### config.mk
export PLATFORM = sky130hd
export DESIGN_NAME = lcd_hd44780_phy
export DESIGN_NICKNAME = d
export VERILOG_FILES = /design/src/rtl/lcd_hd44780_phy.sv
export SDC_FILE = /design/constraint.sdc
export NUM_CORES = 1
export LEC_CHECK = 0
export ABC_CLOCK_PERIOD_IN_PS = 2000
export CAP_MARGIN = 30
export CORE_UTILIZATION = 45
export DETAILED_ROUTE_END_ITERATION = 6
export HOLD_SLACK_MARGIN = 0.05
export PLACE_DENSITY = 0.68
export SLEW_MARGIN = 20
export SYNTH_ARGS = -nofsm -noshare
export SYNTH_HDL_FRONTEND = slang
export SYNTH_SLANG_ARGS = --single-unit
### constraint.sdc
create_clock -name CLK -period 2 [get_ports CLK]
set_clock_uncertainty 0.05 [all_clocks]
set_input_delay 0.5 -clock CLK [delete_from_list [all_inputs] [get_ports CLK]]
set_output_delay 0.5 -clock CLK [all_outputs]
set_load 0.02 [all_outputs]
### src/rtl/lcd_hd44780_phy.sv
// rtl/lcd_hd44780_phy.sv - HD44780 8-bit parallel bus timing engine with init ROM.
// Define LCD_AUTOINIT_EN to leave reset in PWRUP and run the init sequence unprompted.
module lcd_hd44780_phy #(
  parameter int T_AS    = 2,
  parameter int T_PW    = 12,
  parameter int T_H     = 2,
  parameter int T_SHORT = 2100,
  parameter int T_LONG  = 82000,
  parameter int T_PWR   = 750000
) (
  input  logic       CLK,
  input  logic       RST,
  input  logic [7:0] DATA,
  input  logic [1:0] OPER,
  input  logic       ENB,
  output logic       LCD_RDY,
  output logic       LCD_RS,
  output logic       LCD_RW,
  output logic       LCD_E,
  output logic [7:0] LCD_DB
);

  localparam logic [2:0] S_PWRUP   = 3'd0;
  localparam logic [2:0] S_INIT_LD = 3'd1;
  localparam logic [2:0] S_IDLE    = 3'd2;
  localparam logic [2:0] S_SETUP   = 3'd3;
  localparam logic [2:0] S_E_HI    = 3'd4;
  localparam logic [2:0] S_HOLD    = 3'd5;
  localparam logic [2:0] S_EXEC    = 3'd6;

`ifdef LCD_AUTOINIT_EN
  localparam logic [2:0] S_RESET = S_PWRUP;
`else
  localparam logic [2:0] S_RESET = S_IDLE;
`endif

  logic [2:0]  state_q, state_d;
  logic [19:0] cnt_q, cnt_d;
  logic [2:0]  rom_idx_q, rom_idx_d;
  logic [1:0]  guard_q, guard_d;
  logic        rdy_q, rdy_d;
  logic        rs_q, rs_d;
  logic [7:0]  data_q, data_d;
  logic        init_q, init_d;
  logic        accept;
  logic        cmd_long;
  logic        cnt_done;

  function automatic logic [7:0] rom_byte(input logic [2:0] idx);
    case (idx)
      3'd0:    rom_byte = 8'h38;
      3'd1:    rom_byte = 8'h38;
      3'd2:    rom_byte = 8'h0C;
      3'd3:    rom_byte = 8'h01;
      default: rom_byte = 8'h06;
    endcase
  endfunction

  // Guard counts idle cycles so a sequencer holding ENB high gets time to present the next byte.
  assign accept   = (state_q == S_IDLE) && rdy_q && (guard_q == 2'd2) && ENB && (OPER != 2'b00);
  assign cmd_long = !rs_q && ((data_q == 8'h01) || (data_q == 8'h02) || (data_q == 8'h03));
  assign cnt_done = (cnt_q == 20'd0);

  always_comb begin
    state_d   = state_q;
    cnt_d     = cnt_done ? 20'd0 : cnt_q - 20'd1;
    rom_idx_d = rom_idx_q;
    rs_d      = rs_q;
    data_d    = data_q;
    init_d    = init_q;
    case (state_q)
      S_PWRUP: begin
        // Out of reset the counter is zero; first cycle arms it so PWRUP still lasts T_PWR.
        if (!init_q) begin
          init_d = 1'b1;
          cnt_d  = 20'(T_PWR - 2);
        end else if (cnt_done) begin
          state_d = S_INIT_LD;
        end
      end
      S_INIT_LD: begin
        data_d  = rom_byte(rom_idx_q);
        rs_d    = 1'b0;
        state_d = S_SETUP;
        cnt_d   = 20'(T_AS - 1);
      end
      S_IDLE: begin
        if (accept) begin
          if (OPER == 2'b11) begin
            state_d   = S_PWRUP;
            init_d    = 1'b1;
            rom_idx_d = 3'd0;
            cnt_d     = 20'(T_PWR - 1);
          end else begin
            data_d  = DATA;
            rs_d    = (OPER == 2'b01);
            state_d = S_SETUP;
            cnt_d   = 20'(T_AS - 1);
          end
        end
      end
      S_SETUP: if (cnt_done) begin
        state_d = S_E_HI;
        cnt_d   = 20'(T_PW - 1);
      end
      S_E_HI: if (cnt_done) begin
        state_d = S_HOLD;
        cnt_d   = 20'(T_H - 1);
      end
      S_HOLD: if (cnt_done) begin
        state_d = S_EXEC;
        cnt_d   = cmd_long ? 20'(T_LONG - 1) : 20'(T_SHORT - 1);
      end
      S_EXEC: if (cnt_done) begin
        if (init_q && (rom_idx_q != 3'd4)) begin
          rom_idx_d = rom_idx_q + 3'd1;
          state_d   = S_INIT_LD;
        end else begin
          init_d  = 1'b0;
          state_d = S_IDLE;
        end
      end
      default: state_d = S_RESET;
    endcase
    rdy_d   = (state_q == S_IDLE) && !accept;
    guard_d = !rdy_q ? 2'd0 : ((guard_q == 2'd2) ? 2'd2 : guard_q + 2'd1);
  end

  always_ff @(posedge CLK or posedge RST) begin
    if (RST) begin
      state_q   <= S_RESET;
      cnt_q     <= 20'd0;
      rom_idx_q <= 3'd0;
      guard_q   <= 2'd0;
      rdy_q     <= 1'b0;
      rs_q      <= 1'b0;
      data_q    <= 8'h00;
      init_q    <= 1'b0;
    end else begin
      state_q   <= state_d;
      cnt_q     <= cnt_d;
      rom_idx_q <= rom_idx_d;
      guard_q   <= guard_d;
      rdy_q     <= rdy_d;
      rs_q      <= rs_d;
      data_q    <= data_d;
      init_q    <= init_d;
    end
  end

  assign LCD_RDY = rdy_q;
  assign LCD_RS  = rs_q;
  assign LCD_RW  = 1'b0;
  assign LCD_E   = (state_q == S_E_HI);
  assign LCD_DB  = data_q;

endmodule

# --- Word-level counts from Yosys, hierarchy flattened ---
# Index checks and enable logic that the tools add are counted.
totals:
  output_inout_bits: 12
  input_bits: 13
  regBits: 39
  elab_cells: 99
classes:
  n_mux: 38
  add_sub_neg: 3
  n_reduce_logical: 23
  eq_ne: 27
op_table:
  columns: ["op", "count"]
  rows:
  - ["2-to-1 mux 20 bit", 7]
  - ["one-hot mux 20 bit (6 select lines)", 1]
  - ["2-to-1 mux 3 bit", 11]
  - ["one-hot mux 3 bit (7 select lines)", 1]
  - ["logical NOT 20 bit", 1]
  - ["subtractor 20 x 1 -> 20 bit (second input constant)", 1]
  - ["inequality test 2 bit (second input constant)", 9]
  - ["one-hot mux 6 bit (3 select lines)", 1]
  - ["2-to-1 mux 17 bit", 1]
  - ["equality test 8 x 2 -> 1 bit (second input constant)", 2]
  - ["2-to-1 mux 8 bit", 2]
  - ["one-hot mux 8 bit (2 select lines)", 1]
  - ["equality test 3 x 2 -> 1 bit (second input constant)", 4]
  - ["AND reduction 5 bit", 2]
  - ["equality test 3 bit (second input constant)", 3]
  - ["equality test 8 x 1 -> 1 bit (second input constant)", 1]
  - ["2-to-1 mux 2 bit", 4]
  - ["logical AND 1 bit", 7]
  - ["AND reduction 7 bit", 1]
  - ["equality test 3 x 1 -> 1 bit (second input constant)", 2]
  - ["logical NOT 3 bit", 2]
  - ["2-to-1 mux 1 bit", 6]
  - ["one-hot mux 3 bit (2 select lines)", 1]
  - ["nonzero test 2 bit", 3]
  - ["13 further kinds", 17]

# --- Logic depth before layout (Yosys ltp) ---
logic_depth:
  ltp_word: 7
  ltp_mapped: 9
  ltp_nobuf: 7

# --- Worst setup path before layout ---
# Ideal clock, no wire load.
synth_timing:
  path_kind: "reg-to-reg"
  start: "register cnt_q[9]"
  end: "register cnt_q[14]"
  period_less_slack_ns: 1.997
  t_arrival_ns: 1.811
  setup_time_ns: 0.136
  required_time_ns: 1.814
  path_buffers: 1
  slack_ns: 0.003
  path_stages_with_launch: 7
  path_cell_list: "dfrtp_1 > or4_4 > nor3_4 > nand2_2 > buf_2 > o32ai_1 > o31ai_1"
synth_via:
  elab_chain_len: 4
  word_cells_on_any_way: 9
  cone_classes: "add/sub: 1; mux: 7; reduce/logical: 1"
synth_lines:
  columns: ["item", "line", "rtl"]
  rows:
  - ["start, declared", "38", "logic [19:0] cnt_q, cnt_d;"]
  - ["start signal, assigned", "141", "cnt_q <= cnt_d;"]
  - ["subtractor 20 x 1 -> 20 bit / logical NOT 20 bit (equally long branches)", "66, 62", null]
  - ["2-to-1 mux 20 bit", "66", "cnt_d = cnt_done ? 20'd0 : cnt_q - 20'd1;"]
  - ["2-to-1 mux 20 bit, on equally long branches", null, null]
  - ["one-hot mux 20 bit (6 select lines) (*)", "71", "case (state_q)"]
  - ["net cnt_d[14]", "38", null]
# Mark *: on every way through the listed nets, which the timed path passes. The rest lies on a longest branch.
# A chain may end at the register's enable or synchronous reset.

# --- Final worst setup path ---
layout_timing:
  start: "register cnt_q[8]"
  end: "register state_q[1]"
layout_via:
  elab_chain_len: 3
  word_cells_on_any_way: 7
  cone_classes: "eq/ne: 5; reduce/logical: 2"
layout_lines:
  columns: ["item", "line", "rtl"]
  rows:
  - ["logical NOT 20 bit (*)", "62", "assign cnt_done = (cnt_q == 20'd0);"]
  - ["inequality test 2 bit (no source line) / inequality test 2 x 1 -> 1 bit (equally long branches)", null, null]
  - ["AND reduction 7 bit (no source line) (*)", null, null]
  - ["end signal, assigned", "140", "state_q <= state_d;"]
  - ["end, declared", "37", "logic [2:0] state_q, state_d;"]
# Mark *: on every way between the ends. The rest lies on a longest branch, timed or not.

==> results.md <==
- Count of pins over their slew limit: 0
- Most common flop cell mapped by yosys: dfrtp_1
- CP Class: flip-flop to flip-flop
- Gr usage total: between 20% and 30%
- Adder-cell share of the synthesized area: 4.76%
- Yosys cell types: 58
- DP HPWL: between 4000 and 5000 um
- First-pass GRT wire length: approximately 10,000 um
- Synth top area share: about two fifths
- Placeable Area: 0.00507 sq mm
- Post-synth ARST share: 100%
- DRT Pass-1 Iters: 6
- Post-synth EDFFs: 0
- Port Buffers: 23
- Leakage: 1.62 nW
- CTS Sinks: 39
- Number of hold buffers added after CTS: 0
- CTS tree: done
- Min Clock Period, post-route: about 2.0 ns
- Arrival @ worst endpoint: between 2 and 2.5 ns
- Vias per std cell: 5.50
- Seq cells post-synth: 39
- Syn avg cell area: roughly 9 sq um
- Count of non-filler cells in the finished layout: about 420
- Number of global-route vias before repair: between 2k and 2.5k
- Maximum VDD drop: approximately 0.43 mV
- Crit-path slowest cell: or4_4
- Synth-to-layout area growth: 47.6%
- Final worst setup slack: 0.0104 ns
- Crit-path max cell delay: about 0.52 ns
- Final net count: between 300 and 400
- Synth area leader: dfrtp_1
- Worst slack at placement: -0.297 ns
- Routed Antenna Nets: 0
- Outcome: completed
- Max Buffers Root-to-Sink: 2
- Critical Path RT: 2.17 ns
- I/O Pins: 25
- Total die area: between 0.005 and 0.006 sq mm
- CP most frequent cell: buf_4
- Final wirelength: 6930 um
- Post-synthesis simple-gate area fraction: a little under a quarter
- Max Fclk: between 0.5 and 0.6 GHz
- CP max FO: 5
- Syn_nets: 285
- Routability Congestion: about 0.87
- Largest family of logic cells by synthesized area: simple AND/OR/NAND/NOR gates
- Post-route clock period utilization: 99.5%
- Wire per inst: between 15 and 20 um
- Slew at the pin closest to its max-slew limit: 0.496 ns
- Worst-path clk slew: 0.08 ns
- Dpl cell area: ~0.0031 sq mm
- Compound-Gate Fraction of Synth Area: about a fifth
- DRC viols: 0
- Crit start category: flip-flop
- Hold WC Path Type: flip-flop to flip-flop
- Mux share of post-synthesis cell area: roughly 1.8%
- Antenna fix cells: 0
- XOR/XNOR share of the synthesized area: about 6.3%
- Largest net degree at the start of global routing: 40
- 1st-iter DRT viols: ~210
- Placed instance count: about 400
- Share of cells above drive strength 1: around a third
- Power per cell area: roughly 470 mW/mm^2
- Die Y-Extent: 74.5 um
- Synth area leaders: dfrtp_1 (40%), o21ai_0 (5.1%), nand2_1 (5.1%), xnor2_1 (4.8%), ha_1 (4.8%)
- Worst-path cell chain: or4_4 > nor3_4 > buf_12 > nand2_4 > buf_4 > buf_4 > a22oi_2 > o22ai_1
- Root buffer cell: clkbuf_8
- Clk_lat worst skew: 0.30 ns
- Initial antenna violation count: 0
- Row count: 26
- Syn Std Cell Area: approximately 0.0024 sq mm
- Critical path endpoint category: flip-flop
- RSZ-0062 raised after global routing: true
- Initial core utilization: a little under half
- Global route overflow: 0
- H-Tree Depth: 2
- CTS Buf Count: 5
- Max cap viols: 0
- Share of the yosys chip area belonging to registers: 41.3%
- DR vias: ~2.3k
- YS warnings: 0
- Slew headroom: 66.6%
- Tot Pwr: between 1.5 and 2 mW
- Finished Cell Area: about 0.0035 sq mm
- Die width: roughly 75 um
- Post-route setup TNS: 0 ns
- Final setup viols: 0
- Mapped Cells: 263
- Hold Fails Final Rpt: 0
==> critical path, delay by kind of cell (launching register included) <==
kind	cells	cell delay [ns]
flip-flops	1	0.43
AO/OA/AOI/OAI	2	0.25
AND/OR/NAND/NOR	3	0.75
buffers and inverters	3	0.41
==> cell type report <==
cell class	instances	area (sq um)
Clock buffer	6	72.6
Clock inverter	2	60.1
Fill cell	424	1580
Inverter	12	45.0
Multi-Input combinational cell	202	1450
Sequential cell	39	977
Tap cell	70	87.6
Timing Repair Buffer	93	802
==> synthesized netlist by cell type (2+ instances only) <==
cell and number:
a21o_1 2, a21oi_1 9, a22oi_1 2, a2bb2oi_1 2, a31oi_1 5, and2_1 2
buf_2 2, clkbuf_1 8, dfrtp_1 38, ha_1 9, inv_1 11, mux2_2 2
mux2i_1 2, nand2_1 32, nand2b_1 3, nand3_1 9, nand4_1 4, nand4b_1 2
nor2_1 22, nor3_1 9, nor3b_1 2, nor4_1 5, o2111a_1 2, o211ai_1 2
o21ai_0 24, o22ai_1 3, o31ai_1 2, o32ai_1 2, or3_1 2, xnor2_1 13
xor2_1 4
==> where the power goes <==
part,switching (mW),internal (mW),total [mW]
sequential,0.000972,0.789,0.790
clock,0.287,0.499,0.786
combinational,0.0303,0.0327,0.0631
total,0.319,1.32,1.64
==> per-stage QoR <==
stage                     util [%]  hold WS (ns)
final                         68.8         0.444
after global routing          68.8         0.465
after CTS                     65.5         0.447
after detailed placement      60.5         0.430
after global placement        60.5         0.432
after floorplan                  -         0.447
==> repair_timing <==
item / 4_1_cts / 5_1_grt
pin swaps: 9 / 17
endpoints found under the setup margin: 21 / 27
endpoints found under the hold margin: 0 / 0
resized for setup: 11 / 30
cloned: 1 / 0
buffers inserted: 9 / 5
==> metal layers <==
metal  vias to the layer above  global-route usage (%)  routed length (um)
met1                      1115                    30.7                2840
met4                         0                    10.5                 187
li1                       1129                       -                   -
met5                         -                       0                   0
met3                        16                    4.74                 343
met2                        74                    44.6                3550
==> cell families (layout without fill, tap and decap cells) <==
logic type               after synthesis  in the layout
flip-flops                            39             39
buffers and inverters                 23            113
other                                  1              1
AO/OA/AOI/OAI                         67             67
XOR/XNOR                              17             17
multiplexers                           4              4
adder cells (fa/ha/maj)                9              9
AND/OR/NAND/NOR                      103            104
==> placed cells by master, fill, tap and decap left out, drive strengths merged, types with 3 or more instances in the layout <==
| master | netlist | layout |
|---|---|---|
| buf | 3 | 70 |
| dfrtp | 38 | 38 |
| nand2 | 33 | 34 |
| o21ai | 24 | 24 |
| clkdlybuf4s50 | 0 | 22 |
| nor2 | 22 | 22 |
| xnor2 | 13 | 13 |
| inv | 11 | 11 |
| nand3 | 10 | 10 |
| a21oi | 10 | 10 |
| nor3 | 10 | 10 |
| ha | 9 | 9 |
| clkbuf | 8 | 6 |
| nor4 | 6 | 6 |
| a31oi | 5 | 5 |
| nand4 | 4 | 4 |
| xor2 | 4 | 4 |
| nand2b | 3 | 3 |
| o22ai | 3 | 3 |
| or3 | 3 | 3 |
==> state kept, by name (all words and copies together), names as in the netlist <==
register,count
guard_q,2
rom_idx_q,3
LCD_RS,1
LCD_RDY,1
LCD_DB,8
state_q,3
cnt_q,20
init_q,1
==> worst paths after layout <==
| path | from | end | slack [ns] | depth (start not counted) |
|---|---|---|---|---|
| max in group asynchronous | RST | state_q[1]$_DFFE_PP1P_ | 1.13 | 3 |
| max reg2reg | cnt_q[8]$_DFF_PP0_ | state_q[1]$_DFFE_PP1P_ | 0.01 | 8 |
| min reg2reg | LCD_DB[7]$_DFFE_PP0P_ | LCD_DB[7]$_DFFE_PP0P_ | 0.44 | 2 |
| min | LCD_DB[7]$_DFFE_PP0P_ | LCD_DB[7]$_DFFE_PP0P_ | 0.44 | 2 |
| max | cnt_q[8]$_DFF_PP0_ | state_q[1]$_DFFE_PP1P_ | 0.01 | 8 |
| min in group asynchronous | RST | cnt_q[11]$_DFF_PP0_ | 0.52 | 3 |
Power figures use the tool's default switching activity.
